$ cat src/rtl/debug_pkg.sv
// Shared types and constants for the CPU debug console.
// Holds the read FSM state set and the display selector codes.
package debug_pkg;

    typedef enum logic [1:0] {
        IDLE,
        REQ,
        WAIT,
        DONE
    } rd_state_t;

    localparam logic [2:0] STYPE_SYS  = 3'd0;
    localparam logic [2:0] STYPE_CYC  = 3'd1;
    localparam logic [2:0] STYPE_UNCB = 3'd2;
    localparam logic [2:0] STYPE_CB   = 3'd3;
    localparam logic [2:0] STYPE_MEM  = 3'd4;

    localparam int NUM_MODES = 5;

endpackage

$ cat src/rtl/cpu_debug_console_btn_debounce.sv
// Push-button conditioner: 2-flop synchronizer, counter debouncer and
// rising-edge detector producing a one-cycle event per accepted press.
module btn_debounce #(
    parameter int DEBOUNCE_CYCLES = 16
) (
    input  logic clk,
    input  logic rst,
    input  logic btn,
    output logic ev
);

    localparam int CW = (DEBOUNCE_CYCLES > 2) ? $clog2(DEBOUNCE_CYCLES) : 1;
    localparam logic [CW-1:0] LAST = CW'(DEBOUNCE_CYCLES - 1);

    logic          s1;
    logic          s2;
    logic          level;
    logic          level_q;
    logic [CW-1:0] cnt;

    always_ff @(posedge clk) begin
        if (rst) begin
            s1      <= 1'b0;
            s2      <= 1'b0;
            level   <= 1'b0;
            level_q <= 1'b0;
            cnt     <= '0;
        end else begin
            s1      <= btn;
            s2      <= s1;
            level_q <= level;
            // any sample agreeing with the accepted level restarts the count
            if (s2 != level) begin
                if (cnt == LAST) begin
                    level <= s2;
                    cnt   <= '0;
                end else begin
                    cnt <= cnt + CW'(1);
                end
            end else begin
                cnt <= '0;
            end
        end
    end

    assign ev = level & ~level_q;

endmodule

$ cat src/rtl/cpu_debug_console.sv
// Debug front end for SingleCycleCPU: button events, display-mode stepping
// and interrupt-gated data memory reads for the seven-segment display.
module cpu_debug_console
    import debug_pkg::*;
#(
    parameter int DEBOUNCE_CYCLES = 16,
    parameter int ADDR_W          = 10
) (
    input  logic              clk,
    input  logic              rst,
    input  logic              btn_go,
    input  logic              btn_mode,
    input  logic              btn_next,
    input  logic              halt,
    input  logic [31:0]       led_data,
    output logic              go,
    output logic [2:0]        s_type,
    output logic              interupt,
    output logic [ADDR_W-1:0] mem_addr,
    output logic [31:0]       disp_data,
    output logic              disp_valid,
    output logic              busy
);

    localparam logic [2:0] LAST_MODE = 3'(NUM_MODES - 1);

    logic go_ev;
    logic mode_ev;
    logic next_ev;

    rd_state_t         state;
    rd_state_t         state_n;
    logic [2:0]        s_type_n;
    logic [ADDR_W-1:0] addr_n;

    btn_debounce #(.DEBOUNCE_CYCLES(DEBOUNCE_CYCLES)) u_go (
        .clk (clk),
        .rst (rst),
        .btn (btn_go),
        .ev  (go_ev)
    );

    btn_debounce #(.DEBOUNCE_CYCLES(DEBOUNCE_CYCLES)) u_mode (
        .clk (clk),
        .rst (rst),
        .btn (btn_mode),
        .ev  (mode_ev)
    );

    btn_debounce #(.DEBOUNCE_CYCLES(DEBOUNCE_CYCLES)) u_next (
        .clk (clk),
        .rst (rst),
        .btn (btn_next),
        .ev  (next_ev)
    );

    // mode_ev has priority; both are ignored unless the FSM is idle
    always_comb begin
        state_n  = state;
        s_type_n = s_type;
        addr_n   = mem_addr;
        unique case (state)
            IDLE: begin
                if (mode_ev) begin
                    s_type_n = (s_type == LAST_MODE) ? STYPE_SYS
                                                     : s_type + 3'd1;
                    if (s_type_n == STYPE_MEM) begin
                        state_n = REQ;
                    end
                end else if (next_ev && (s_type == STYPE_MEM)) begin
                    addr_n  = mem_addr + ADDR_W'(1);
                    state_n = REQ;
                end
            end
            REQ:     state_n = WAIT;
            WAIT:    state_n = DONE;
            DONE:    state_n = IDLE;
            default: state_n = IDLE;
        endcase
    end

    always_ff @(posedge clk) begin
        if (rst) begin
            state     <= IDLE;
            s_type    <= STYPE_SYS;
            mem_addr  <= '0;
            go        <= 1'b0;
            disp_data <= '0;
        end else begin
            state    <= state_n;
            s_type   <= s_type_n;
            mem_addr <= addr_n;
            go       <= go_ev & halt;
            // memory mode holds the last read word between reads
            if ((state == WAIT) || (s_type != STYPE_MEM)) begin
                disp_data <= led_data;
            end
        end
    end

    assign interupt   = (state == REQ) || (state == WAIT);
    assign disp_valid = (state == DONE);
    assign busy       = (state != IDLE);

endmodule

$ cat config.mk
export PLATFORM = sky130hd
export DESIGN_NAME = cpu_debug_console
export DESIGN_NICKNAME = d
export VERILOG_FILES = /design/src/rtl/debug_pkg.sv /design/src/rtl/cpu_debug_console_btn_debounce.sv /design/src/rtl/cpu_debug_console.sv
export SDC_FILE = /design/constraint.sdc
export NUM_CORES = 1
export LEC_CHECK = 0
export CORE_UTILIZATION = 41
export CTS_BUF_LIST = sky130_fd_sc_hd__clkbuf_4 sky130_fd_sc_hd__clkbuf_8 sky130_fd_sc_hd__clkbuf_16
export DETAILED_ROUTE_END_ITERATION = 12
export PLACE_DENSITY = 0.75
export SETUP_SLACK_MARGIN = 0.02
export SYNTH_ARGS = -nofsm -noshare
export SYNTH_HDL_FRONTEND = slang
export SYNTH_SLANG_ARGS = --single-unit
$ cat constraint.sdc
create_clock -name clk -period 1.6 [get_ports clk]
set_input_delay 0.32 -clock clk [delete_from_list [all_inputs] [get_ports clk]]
set_output_delay 0.32 -clock clk [all_outputs]
set_load 0.01 [all_outputs]
* Yosys cells after proc, flatten, opt, wreduce, memory -nomap -nowiden *
Index checks and enable logic that the tools add are counted.

operators by class
  bitwise gates (word level) = 11
  multiplexer cells = 5
  equality and inequality tests = 14
  multipliers = 0
  reduce and logical (&&, ||, !) cells = 14
  add/subtract/negate cells = 5
  $lt $le $gt $ge = 0
  shift operators = 0
  div/mod/pow operators = 0

operators with widths
  kind                                                  count
  adder 4 x 1 -> 4 bit (second input constant)          3
  equality test 4 bit (second input constant)           3
  adder 10 x 1 -> 10 bit (second input constant)        1
  AND reduction 2 bit                                   5
  inequality test 3 bit (second input constant)         3
  OR reduction 3 bit                                    3
  one-hot mux 2 bit (4 select lines)                    1
  inverter 1 bit                                        7
  equality test 3 bit (second input constant)           2
  two-way mux 2 bit                                     3
  AND 1 bit                                             4
  equality test 2 bit (second input constant)           2
  adder 3 x 1 -> 3 bit (second input constant)          1
  two-way mux 3 bit                                     1
  inequality test 1 bit                                 3
  AND reduction 3 bit                                   1
  equality test 2 x 1 -> 1 bit (second input constant)  1
  zero test 2 bit                                       1
  logical OR 1 bit                                      2
  nonzero test 2 bit                                    1
  logical AND 1 bit                                     1

word-level totals
  memory bits (writable) = 0
  bits in read-only memories = 0
  memories kept = 0
  register bits after elaboration = 72
  logic and storage cells = 69
  input port bits = 38
  latch bits = 0
  output and inout port bits = 49

* Longest topological paths before layout *
Gate-level depths: netlist of run 1.

  depth after elaboration = 6
  depth in mapped cells = 8
  mapped depth without buffers = 6

* By module *
From an unflattened synthesis of run 1, not the netlist that was laid out.

unflattened totals
  cells, all modules = 314
  area total of the unflattened synthesis = 2819.0 µm²

by module, submodules not included
  module             sequential area each (µm²)  area an instance (µm²)  cells an instance  times used
  cpu_debug_console  960.9                       1966.9                  236                1
  btn_debounce       160.2                       284.0                   26                 3

* Worst setup path after synthesis of run 1 *
No wires, ideal clock.

  path type = register to register
  start = register s_type[0]
  end = register mem_addr[9]
  arrival time = 1523 ps
  stages on the path, launching flop included = 7
  path buffers = 0
  data required time = 1479 ps
  setup time = 121 ps
  setup slack = -43 ps
  clock period less this slack = 1643 ps
  cells stage by stage = dfxtp_1 inv_1 ha_1 and4b_4 nand4_4 nor3_1 mux2_2

between the ends
  longest elaborated chain between the ends = 3

ends and longest elaborated chain
  what                                  RTL line                 text
  start, declared                       cpu_debug_console.sv:17  output logic [2:0] s_type,
  start signal, assigned                cpu_debug_console.sv:91  s_type <= s_type_n;
  equality test 3 bit                   cpu_debug_console.sv:70  end else if (next_ev && (s_type == STYPE_MEM)) begin
  logical AND 1 bit                     cpu_debug_console.sv:70
  AND reduction 3 bit (no source line)  --
  end signal, assigned                  cpu_debug_console.sv:92  mem_addr <= addr_n;
  end, declared                         cpu_debug_console.sv:19  output logic [ADDR_W-1:0] mem_addr,

Every way passes these cells.
A chain may end at the register's enable or synchronous reset.

* Worst setup path after layout of run 1 *
  start = register disp_data[21]
  end = output disp_data[21]

RTL lines
  what                    RTL line                 text
  start, declared         cpu_debug_console.sv:20  output logic [31:0] disp_data,
  start signal, assigned  cpu_debug_console.sv:96  disp_data <= led_data;

No word-level cell between the ends.

==> results of run 1 <==
stage by stage:
stage | setup WS [ns] | util (%) | hold WS, ns | setup TNS, ns | cells
after floorplan | 0.01719 | - | 0.4138 | 0 | 312
after global placement | 0.02502 | 58.85 | 0.4206 | 0 | 473
after detailed placement | -0.01049 | 58.85 | 0.4239 | -0.01930 | 473
after CTS | 0.01493 | 62.24 | 0.4094 | 0 | 490
after global routing | -0.003150 | 62.97 | 0.4419 | -0.003150 | 490
final | 0.06404 | 62.97 | 0.4102 | 0 | 490
logic make-up (layout without fill, tap and decap cells):
kind of cell / count (synthesis) / count (layout) / synth area share, %
simple gates: 137 / 137 / 24.03
flops: 72 / 72 / 52.22
compound gates: 49 / 49 / 9.429
buf+inv: 26 / 127 / 3.853
xor+xnor: 12 / 12 / 3.808
fa+ha+maj: 9 / 9 / 4.080
mux: 7 / 7 / 2.584
timing repair:
action                                  in CTS  in global routing
pin swaps                                    5                  3
setup buffers                                1                  0
endpoints found under the setup margin      17                 23
hold buffers                                 0                  0
gates resized for setup                     28                 19
cell type report:
| class | instances | area share (%) |
|---|---|---|
| Clock buffer | 13 | 4.270 |
| Inverter | 11 | 1.021 |
| Sequential cell | 72 | 35.80 |
| Tap cell | 77 | 2.382 |
| Timing Repair Buffer | 100 | 24.78 |
| Multi-Input combinational cell | 214 | 31.16 |
| Clock inverter | 3 | 0.5879 |
per-layer routing:
metal	global-route usage, %	vias to the layer above
li1	-	1217
met1	19.94	1075
met2	28.69	67
met3	7.319	8
met4	6.583	0
met5	0	-
sequential cells by signal, summed over array words and instances (netlist names), 2 cells and up:
signal	cells
u_mode.cnt	4
u_go.cnt	4
disp_data	32
u_next.cnt	4
state	2
s_type	3
mem_addr	10
placed cells by master, fill, tap and decap left out, types with 3 or more instances in the layout:
cell type and instances:
clkdlybuf4s50_1 60, clkbuf_8 12, buf_4 11, nand2_1 69, nor2_1 22, dlygate4sd2_1 9
nand3_1 6, xnor2_1 7, nand4_1 3, mux2i_1 6, inv_1 8, and3_1 4
dlymetal6s2s_1 13, dfxtp_1 67, nor2b_1 11, inv_2 3, a21oi_1 40, xor2_1 5
or3_1 8, o21ai_0 6, nand2b_1 3, dfxtp_2 5, ha_1 6
worst min-delay path by stage:
stage / to
global placement: u_next.s2
global route: u_go.s2
floorplan: u_go.s2
detailed placement: u_go.s2
finish: u_next.level
CTS: u_mode.level
power by group through the flow:
stage          Combinational [mW]  Clock [mW]  Sequential, mW
4_1_cts                     0.479        1.41            1.89
6_report                    0.490        1.36            1.89
3_3_place_gp                0.471           0            1.92
2_1_floorplan               0.184           0            1.95
3_5_place_dp                0.476           0            1.93
5_1_grt                     0.534        1.49            1.89
==> key figures, run 1 <==
Status
  – Status: complete, but fails checks
  – Violated checks: DRC

Finish
  – Ant diodes: 0
  – Final Instance Area: 4044 sq um
  – Synth-to-layout area growth: 46.51%
  – Multi-input combinational cell area: 1260 sq um
  – Number of filler cells placed in the layout: 536
  – Final-stage net count: 455
  – Layout cells sized above 1: 13.80%
  – Reg area: 1448 sq um

Power and ir drop
  – Pwr Total: 3.740 mW
  – Leakage: 1.839 nW
  – P_sw: 0.8927 mW
  – Clock power frac: 36.4%
  – Cell Pwr Density: 924.9 nW/um^2
  – Sequential share of power: 50.5%
  – Sw frac: 23.87%
  – P_int: 2.847 mW
  – Peak supply drop: 0.6818 mV
  – Combinational power share: 13.1%

Global routing
  – GRT Util Overall: 17.37%
  – Total gr overflow: 0
  – Initial antenna violation count: 0
  – First-pass GRT wire length: 9818 microns
  – Vias in the first global route: 2299
  – Pin count of the biggest net entering global routing: 33

Synthesis
  – Post-synthesis cell count: 312
  – Commonest cells in the netlist: dfxtp_1, nand2_1, a21oi_1, nor2_1
  – Most frequently used flop master after synthesis: dfxtp_1
  – Synth warnings: 0
  – Count leader, synth: dfxtp_1
  – Mean Syn Cell Area: 8.847 sq um
  – Synth top area cells: dfxtp_1, nand2_1, a21oi_1
  – Synth Register Bits: 72
  – Number of synthesized flops with an enable pin: 0
  – Count of cell types in the netlist: 30
  – Synth Cell Area: 2760 sq um
  – Share of the synthesized area in the top cell type: 52.22%
  – Yosys top cell by area: dfxtp_1
  – Post-synth ARST share: 0%
  – Mapped Nets: 359
  – Sequential-to-total area share from yosys stat: 52.22%

STA
  – Final period util: 96.00%
  – Max frequency: 0.6511 GHz
  – Max-slew violations: 0
  – Final Hold Vio Count: 0
  – Worst slew pin tran: 0.4410 ns
  – Final setup violation count: 0
  – Slew margin rel.: 70.60%
  – Post-route minimum period: 1.536 ns
  – Clock skew: 0.003948 ns

Die
  – Row count: 29
  – Die span in y: 84.05 microns
  – Ports: 87
  – Die ar.: 7064 sq um
  – Initial Util: 42.98%
  – Core area: 6422 sq um
  – Die X: 84.05 microns

Worst setup path
  – Top cell family by delay on the critical path: buffers and inverters
  – Reg2reg end: state[0]
  – Crit-path cells: clkdlybuf4s50_1
  – CP max-delay cell: clkdlybuf4s50_1
  – FF-to-FF path depth: 5
  – Crit. Startpoint: disp_data[21]
  – FF-to-FF Start: s_type[0]
  – CP arrival: 1.22 ns
  – CP Max Fanout: 2
  – Critical path depth: 1
  – Critical Path RT: 1.28 ns
  – Worst setup SP type: flip-flop
  – CP max stage delay: 0.56 ns
  – WP buf/inv: 1
  – Critical path capture point type: output port
  – Reg2reg setup slack: 0.07 ns
  – Worst Setup EP: disp_data[21]
  – Critical path type: reg -> out

Clock network
  – Clock Latency Late Sink: 0.33 ns
  – Max H-tree Level: 3
  – CTS tree: yes
  – Clk buf depth: 2
  – CTS clk-pin slew, worst paths: 0.07 ns
  – TritonCTS Buffers: 9
  – Clock sinks: 72
  – Clock root buffer: clkbuf_8

Routing
  – DRC: 5
  – DRT Pass-1 Iters: 8
  – Routed WL: 5758 microns
  – Met1 Routed Length: 2531 microns
  – DR iter-0 viols: 86
  – WL/cell: 11.75 microns
  – Via count: 2367
  – Met3 Wirelength: 457 microns
  – Top Metal Used: met4
  – Vias per Instance: 4.831
  – ANT nets after route: 0
  – Metal2 WL: 2666 microns

Hold path
  – Hold Startpoint: rst
  – Hold path cells: 2
  – HP Class: in -> reg

Place
  – Placer Congestion: 0.7347
  – Port bufs: 86
  – Area after DPL: 3780 sq um
  – HPWL Detailed: 3999 microns

Run
  – Max-cap violation count: 0
No activity file was read; power rests on OpenSTA's default activity.
==> inputs of run 2 (changes only) <==
MAX_ROUTING_LAYER = met4   (was not set)
==> run 2 against run 1 <==
The run still ends with DRC left; sequential power about the same; flip-flop and latch count unchanged; first-iteration DRC count down 3.5%.
==> key figures, run 2 (synthesis results as in run 1) <==
Die
  – Die span in y: 84.05 microns (unchanged)
  – Die ar.: 7064 sq um (unchanged)
  – Row count: 29 (unchanged)
  – Ports: 87 (unchanged)
  – Die X: 84.05 microns (unchanged)
  – Initial Util: 42.98% (unchanged)
  – Core area: 6422 sq um (unchanged)

Worst setup path
  – Critical path type: reg -> out
  – Crit-path cells: clkdlybuf4s50_1
  – CP max-delay cell: clkdlybuf4s50_1
  – Worst setup SP type: flip-flop
  – CP max stage delay: 0.56 ns (about the same)
  – Critical path capture point type: output port
  – CP arrival: 1.22 ns (about the same)
  – Critical Path RT: 1.28 ns (about the same)
  – Top cell family by delay on the critical path: buffers and inverters
  – CP Max Fanout: 2 (unchanged)
  – WP buf/inv: 1 (unchanged)

Routing
  – DRC: 5 (unchanged)
  – WL/cell: 11.76 microns (about the same)
  – Routed WL: 5760 microns (about the same)
  – DR iter-0 viols: 83 (-3.5%)
  – ANT nets after route: 0 (unchanged)
  – Via count: 2367 (unchanged)
  – DRT Pass-1 Iters: 8 (unchanged)
  – Vias per Instance: 4.831 (unchanged)

Finish
  – Most frequent cells in the layout: nand2_1, dfxtp_1, clkdlybuf4s50_1
  – Top flop regs: disp_data x32, mem_addr x10
  – Biggest register: disp_data
  – Final Core Density: 62.97% (unchanged)
  – Most common library cell in the layout ignoring fill and taps: nand2_1
  – Layout cells sized above 1: 13.80% (unchanged)
  – Finished Layout Cells: 490 (unchanged)
  – Max reg flops: 32 (unchanged)
  – Final-stage net count: 455 (unchanged)
  – Number of filler cells placed in the layout: 536 (unchanged)
  – Ant diodes: 0 (unchanged)
  – Final Instance Area: 4044 sq um (unchanged)
  – Synth-to-layout area growth: 46.51% (unchanged)

STA
  – Worst slew pin tran: 0.4445 ns (+0.003486 ns)
  – Max-slew violations: 0 (unchanged)
  – Slew margin rel.: 70.37% (-0.23 points)
  – Clock skew: 0.003541 ns (-0.0004071 ns)
  – Final Hold Vio Count: 0 (unchanged)
  – Final period util: 96.03% (about the same)
  – Final worst slack: 0.06346 ns (-0.0005773 ns)
  – Max frequency: 0.6508 GHz (about the same)
  – Final setup violation count: 0 (unchanged)
  – Post-route minimum period: 1.537 ns (+0.0005773 ns)

Hold path
  – HP Class: in -> reg

Global routing
  – Initial antenna violation count: 0 (unchanged)
  – Pin count of the biggest net entering global routing: 33 (unchanged)
  – Vias in the first global route: 2298 (-0.043%)
  – Total gr overflow: 0 (unchanged)
  – First-pass GRT wire length: 9825 microns (about the same)
  – GRT Util Overall: 17.87% (+0.50 points)

Place
  – Placed insts: 473 (unchanged)
  – HPWL Detailed: 3999 microns (unchanged)
  – Area after DPL: 3780 sq um (unchanged)
  – Port bufs: 86 (unchanged)
  – Place WS: -0.01049 ns (unchanged)
  – Placer Congestion: 0.7437 (+1.2%)

Clock network
  – Clock Latency Late Sink: 0.33 ns (about the same)
  – Clk buf depth: 2 (unchanged)
  – TritonCTS Buffers: 9 (unchanged)
  – Clock sinks: 72 (unchanged)
  – CTS clk-pin slew, worst paths: 0.07 ns (about the same)
  – CTS tree: yes
  – Clock root buffer: clkbuf_8
  – CTS Hold Bufs: 0 (unchanged)
  – Max H-tree Level: 3 (unchanged)

Power and ir drop
  – Leakage: 1.839 nW (unchanged)
  – Peak supply drop: 0.6830 mV (+0.17%)
  – Cell Pwr Density: 925.1 nW/um^2 (about the same)

Run
  – Max-cap violation count: 0 (unchanged)

Status
  – Violated checks: DRC
  – Status: complete, but fails checks
run 2: cell counts in the layout (fill, tap and decap cells not counted):
No cell type changed its count.
run 2: power breakdown:
part	internal, mW	switching, mW
combinational	0.277	0.213
clock	0.714	0.649
sequential	1.86	0.0309
run 2: path summary, 6_finish.rpt:
check                                   start       endpoint  slack [ns]  depth (start not counted)
worst max register to register      s_type[0]       state[0]        0.07                          5
worst max-delay path            disp_data[21]  disp_data[21]        0.06                          1
worst min register to register      u_next.s1      u_next.s2        0.44                          1
worst min-delay path                      rst   u_next.level        0.41                          2
run 2: layout make-up:
class | count | area [sq um] | area share, %
multi-input combinational | 214 | 1260 | 31.16
inverter | 11 | 41.29 | 1.021
tap | 77 | 96.34 | 2.382
clock buffer | 13 | 172.7 | 4.270
clock inverter | 3 | 23.77 | 0.5879
sequential | 72 | 1448 | 35.80
timing repair buffer | 100 | 1002 | 24.78
run 2: routing by layer:
layer	GRT usage, %	wire (microns)
met5	-	0
met4	6.583	104
met3	6.231	426
met2	28.69	2669
met1	20.62	2559
run 2: through the flow:
step / hold WS, ns / total power [mW] / setup TNS (ns)
CTS: 0.4094 / 3.775 / 0
global route: 0.4419 / 3.917 / -0.01012
global placement: 0.4206 / 2.395 / 0
finish: 0.4116 / 3.741 / 0
detailed placement: 0.4239 / 2.403 / -0.01930
floorplan: 0.4138 / 2.130 / 0
run 2: timing repair:
| action | in CTS | in global routing |
|---|---|---|
| gates resized for setup | 28 | 19 |
| setup buffers | 1 | 0 |
| setup endpoints to repair | 17 | 23 |
| pin swaps | 5 | 3 |
==> inputs of run 3 (changes only) <==
CORE_ASPECT_RATIO = 0.75   (was not set)
==> run 3 against run 2 <==
Non-clock buffer count grew 2; the run now ends clean; critical path type is now reg -> reg; global-route usage is essentially flat; register-to-register slack about the same; combinational power about the same; flip-flop and latch count did not move.
==> key figures, run 3 (synthesis results as in run 1) <==
Power and ir drop
  – Cell Pwr Density: 974.6 nW/um^2 (+5.4%)
  – Peak supply drop: 0.6313 mV (-7.6%)
  – Pwr Total: 3.985 mW (+6.5%)
  – Sw frac: 22.46% (-1.4 points)
  – Combinational power share: 12.2% (-0.9 points)
  – Clock power frac: 40.5% (+4.1 points)
  – P_sw: 0.8951 mW (+0.21%)
  – Leakage: 1.821 nW (-0.96%)
  – P_int: 3.090 mW (+8.5%)
  – Sequential share of power: 47.3% (-3.2 points)

Finish
  – Top flop regs: disp_data x32, mem_addr x10
  – Final Instance Area: 4089 sq um (+1.1%)
  – Finished Layout Cells: 496 (+1.2%)
  – Ant diodes: 0 (unchanged)
  – Max reg flops: 32 (unchanged)
  – Biggest register: disp_data
  – Reg area: 1446 sq um (about the same)
  – Final Core Density: 63.77% (+0.80 points)
  – Final-stage net count: 457 (+0.44%)
  – Most common library cell in the layout ignoring fill and taps: nand2_1
  – Most frequent cells in the layout: nand2_1, dfxtp_1, clkdlybuf4s50_1
  – Layout cells sized above 1: 13.98% (+0.17 points)
  – Number of filler cells placed in the layout: 559 (+4.3%)
  – Multi-input combinational cell area: 1262 sq um (+0.20%)
  – Synth-to-layout area growth: 48.14%

Place
  – HPWL Detailed: 4212 microns (+5.3%)
  – Placer Congestion: 0.7227 (-2.8%)
  – Port bufs: 86 (unchanged)
  – Place WS: -0.01952 ns (-0.009030 ns)
  – Placed insts: 479 (+1.3%)
  – Area after DPL: 3787 sq um (+0.20%)

Global routing
  – First-pass GRT wire length: 9729 microns (-0.98%)
  – Total gr overflow: 0 (unchanged)
  – Pin count of the biggest net entering global routing: 33 (unchanged)
  – Vias in the first global route: 2184 (-5.0%)
  – Initial antenna violation count: 0 (unchanged)
  – GRT Util Overall: 17.85% (about the same)

Routing
  – DRC: 0 (-5)
  – Routed WL: 6208 microns (+7.8%)
  – ANT nets after route: 0 (unchanged)
  – Via count: 2325 (-1.8%)
  – DR iter-0 viols: 87 (+4.8%)
  – DRT Pass-1 Iters: 4 (-4)
  – Vias per Instance: 4.688 (-3.0%)
  – WL/cell: 12.52 microns (+6.5%)

Die
  – Die X: 96.74 microns (+15%)
  – Core area: 6412 sq um (-0.16%)
  – Ports: 87 (unchanged)
  – Initial Util: 43.04% (+0.067 points)
  – Die ar.: 7067 sq um (about the same)
  – Die span in y: 73.06 microns (-13%)
  – Row count: 25 (-14%)

STA
  – Final worst slack: 0.05584 ns (-0.007618 ns)
  – Final TNS setup: 0 ns (unchanged)
  – Slew margin rel.: 70.17% (-0.19 points)
  – Post-route minimum period: 1.544 ns (+0.007618 ns)
  – Final setup violation count: 0 (unchanged)
  – Max-slew violations: 0 (unchanged)
  – Worst slew pin tran: 0.4474 ns (+0.002855 ns)
  – RSZ-0062 raised after global routing: true
  – Clock skew: 0.008707 ns (+0.005166 ns)
  – Max frequency: 0.6476 GHz (-0.49%)
  – Final Hold Vio Count: 0 (unchanged)
  – Final period util: 96.51% (+0.48 points)
  – Min Hold Slack: 0.3782 ns (-0.03343 ns)

Clock network
  – Post-CTS Setup Inserts: 0 (-1)
  – Clock root buffer: clkbuf_8
  – Clock sinks: 72 (unchanged)
  – Max H-tree Level: 3 (unchanged)
  – TritonCTS Buffers: 9 (unchanged)
  – Clock Latency Late Sink: 0.34 ns (about the same)
  – Clk buf depth: 2 (unchanged)
  – CTS clk-pin slew, worst paths: 0.07 ns (about the same)
  – CTS tree: yes

Worst setup path
  – Worst setup SP type: flip-flop
  – Critical path type: reg -> reg
  – Critical path capture point type: flip-flop
  – FF-to-FF path depth: 6 (+1)
  – CP arrival: 1.77 ns (+0.55 ns)
  – Reg2reg setup slack: 0.06 ns (about the same)
  – FF-to-FF Start: s_type[0]
  – CP Max Fanout: 4 (+2)
  – Reg2reg end: mem_addr[9]
  – Critical Path RT: 1.83 ns (+0.55 ns)

Hold path
  – Hold Path Sink: u_go.level
  – HP Class: in -> reg
  – Hold path cells: 2 (unchanged)
  – Hold Startpoint: rst

Status
  – Status: finished, final reports clean

Run
  – Max-cap violation count: 0 (unchanged)
## run 3: changes by cell type in the layout (fill, tap and decap cells not counted), moves of 2 or more
| cell | delta |
|---|---|
| buf_4 | +3 |
| bufinv_16 | +2 |
| clkinv_2 | +2 |
| clkinvlp_4 | -2 |
| dlygate4sd2_1 | +2 |
| dlymetal6s2s_1 | -3 |
## run 3: layout make-up
cell class	count	area share, %
clock buffer	11	3.703
inverter	11	1.010
sequential	72	35.37
timing repair buffer	102	24.63
clock inverter	5	1.928
multi-input combinational	214	30.88
tap	81	2.479
## run 3: critical path, stage by stage (launching register included)
cell and delay [ns]:
dfxtp_2 0.34, inv_2 0.07, ha_4 0.14, and4b_4 0.27, nand4_4 0.12, nor3_2 0.14, mux2_2 0.34
## run 3: worst max-delay path by stage
stage,startpoint,end,cells past startpoint
floorplan,s_type[0],mem_addr[9],6
global placement,s_type[0],state[0],6
detailed placement,s_type[0],state[0],6
CTS,state[1],disp_valid,3
global route,s_type[1],mem_addr[9],6
finish,s_type[0],mem_addr[9],6
## run 3: power by group through the flow
stage,clock network [mW],registers (mW),logic (mW)
3_5_place_dp,0,1.93,0.480
5_1_grt,1.73,1.89,0.525
3_3_place_gp,0,1.92,0.476
6_report,1.61,1.89,0.487
4_1_cts,1.66,1.89,0.487
2_1_floorplan,0,1.95,0.184
## run 3: repair_timing
action	4_1_cts	5_1_grt
pin swaps	3	3
cloned	0	1
hold buffers	0	0
resized for setup	27	18
setup endpoints to repair	22	50
## run 3: layer usage
layer | GRT usage, % | routed length [microns]
met1 | 20.49 | 2942
met4 | 7.794 | 120
met2 | 28.95 | 2805
met3 | 5.843 | 340
met5 | - | 0
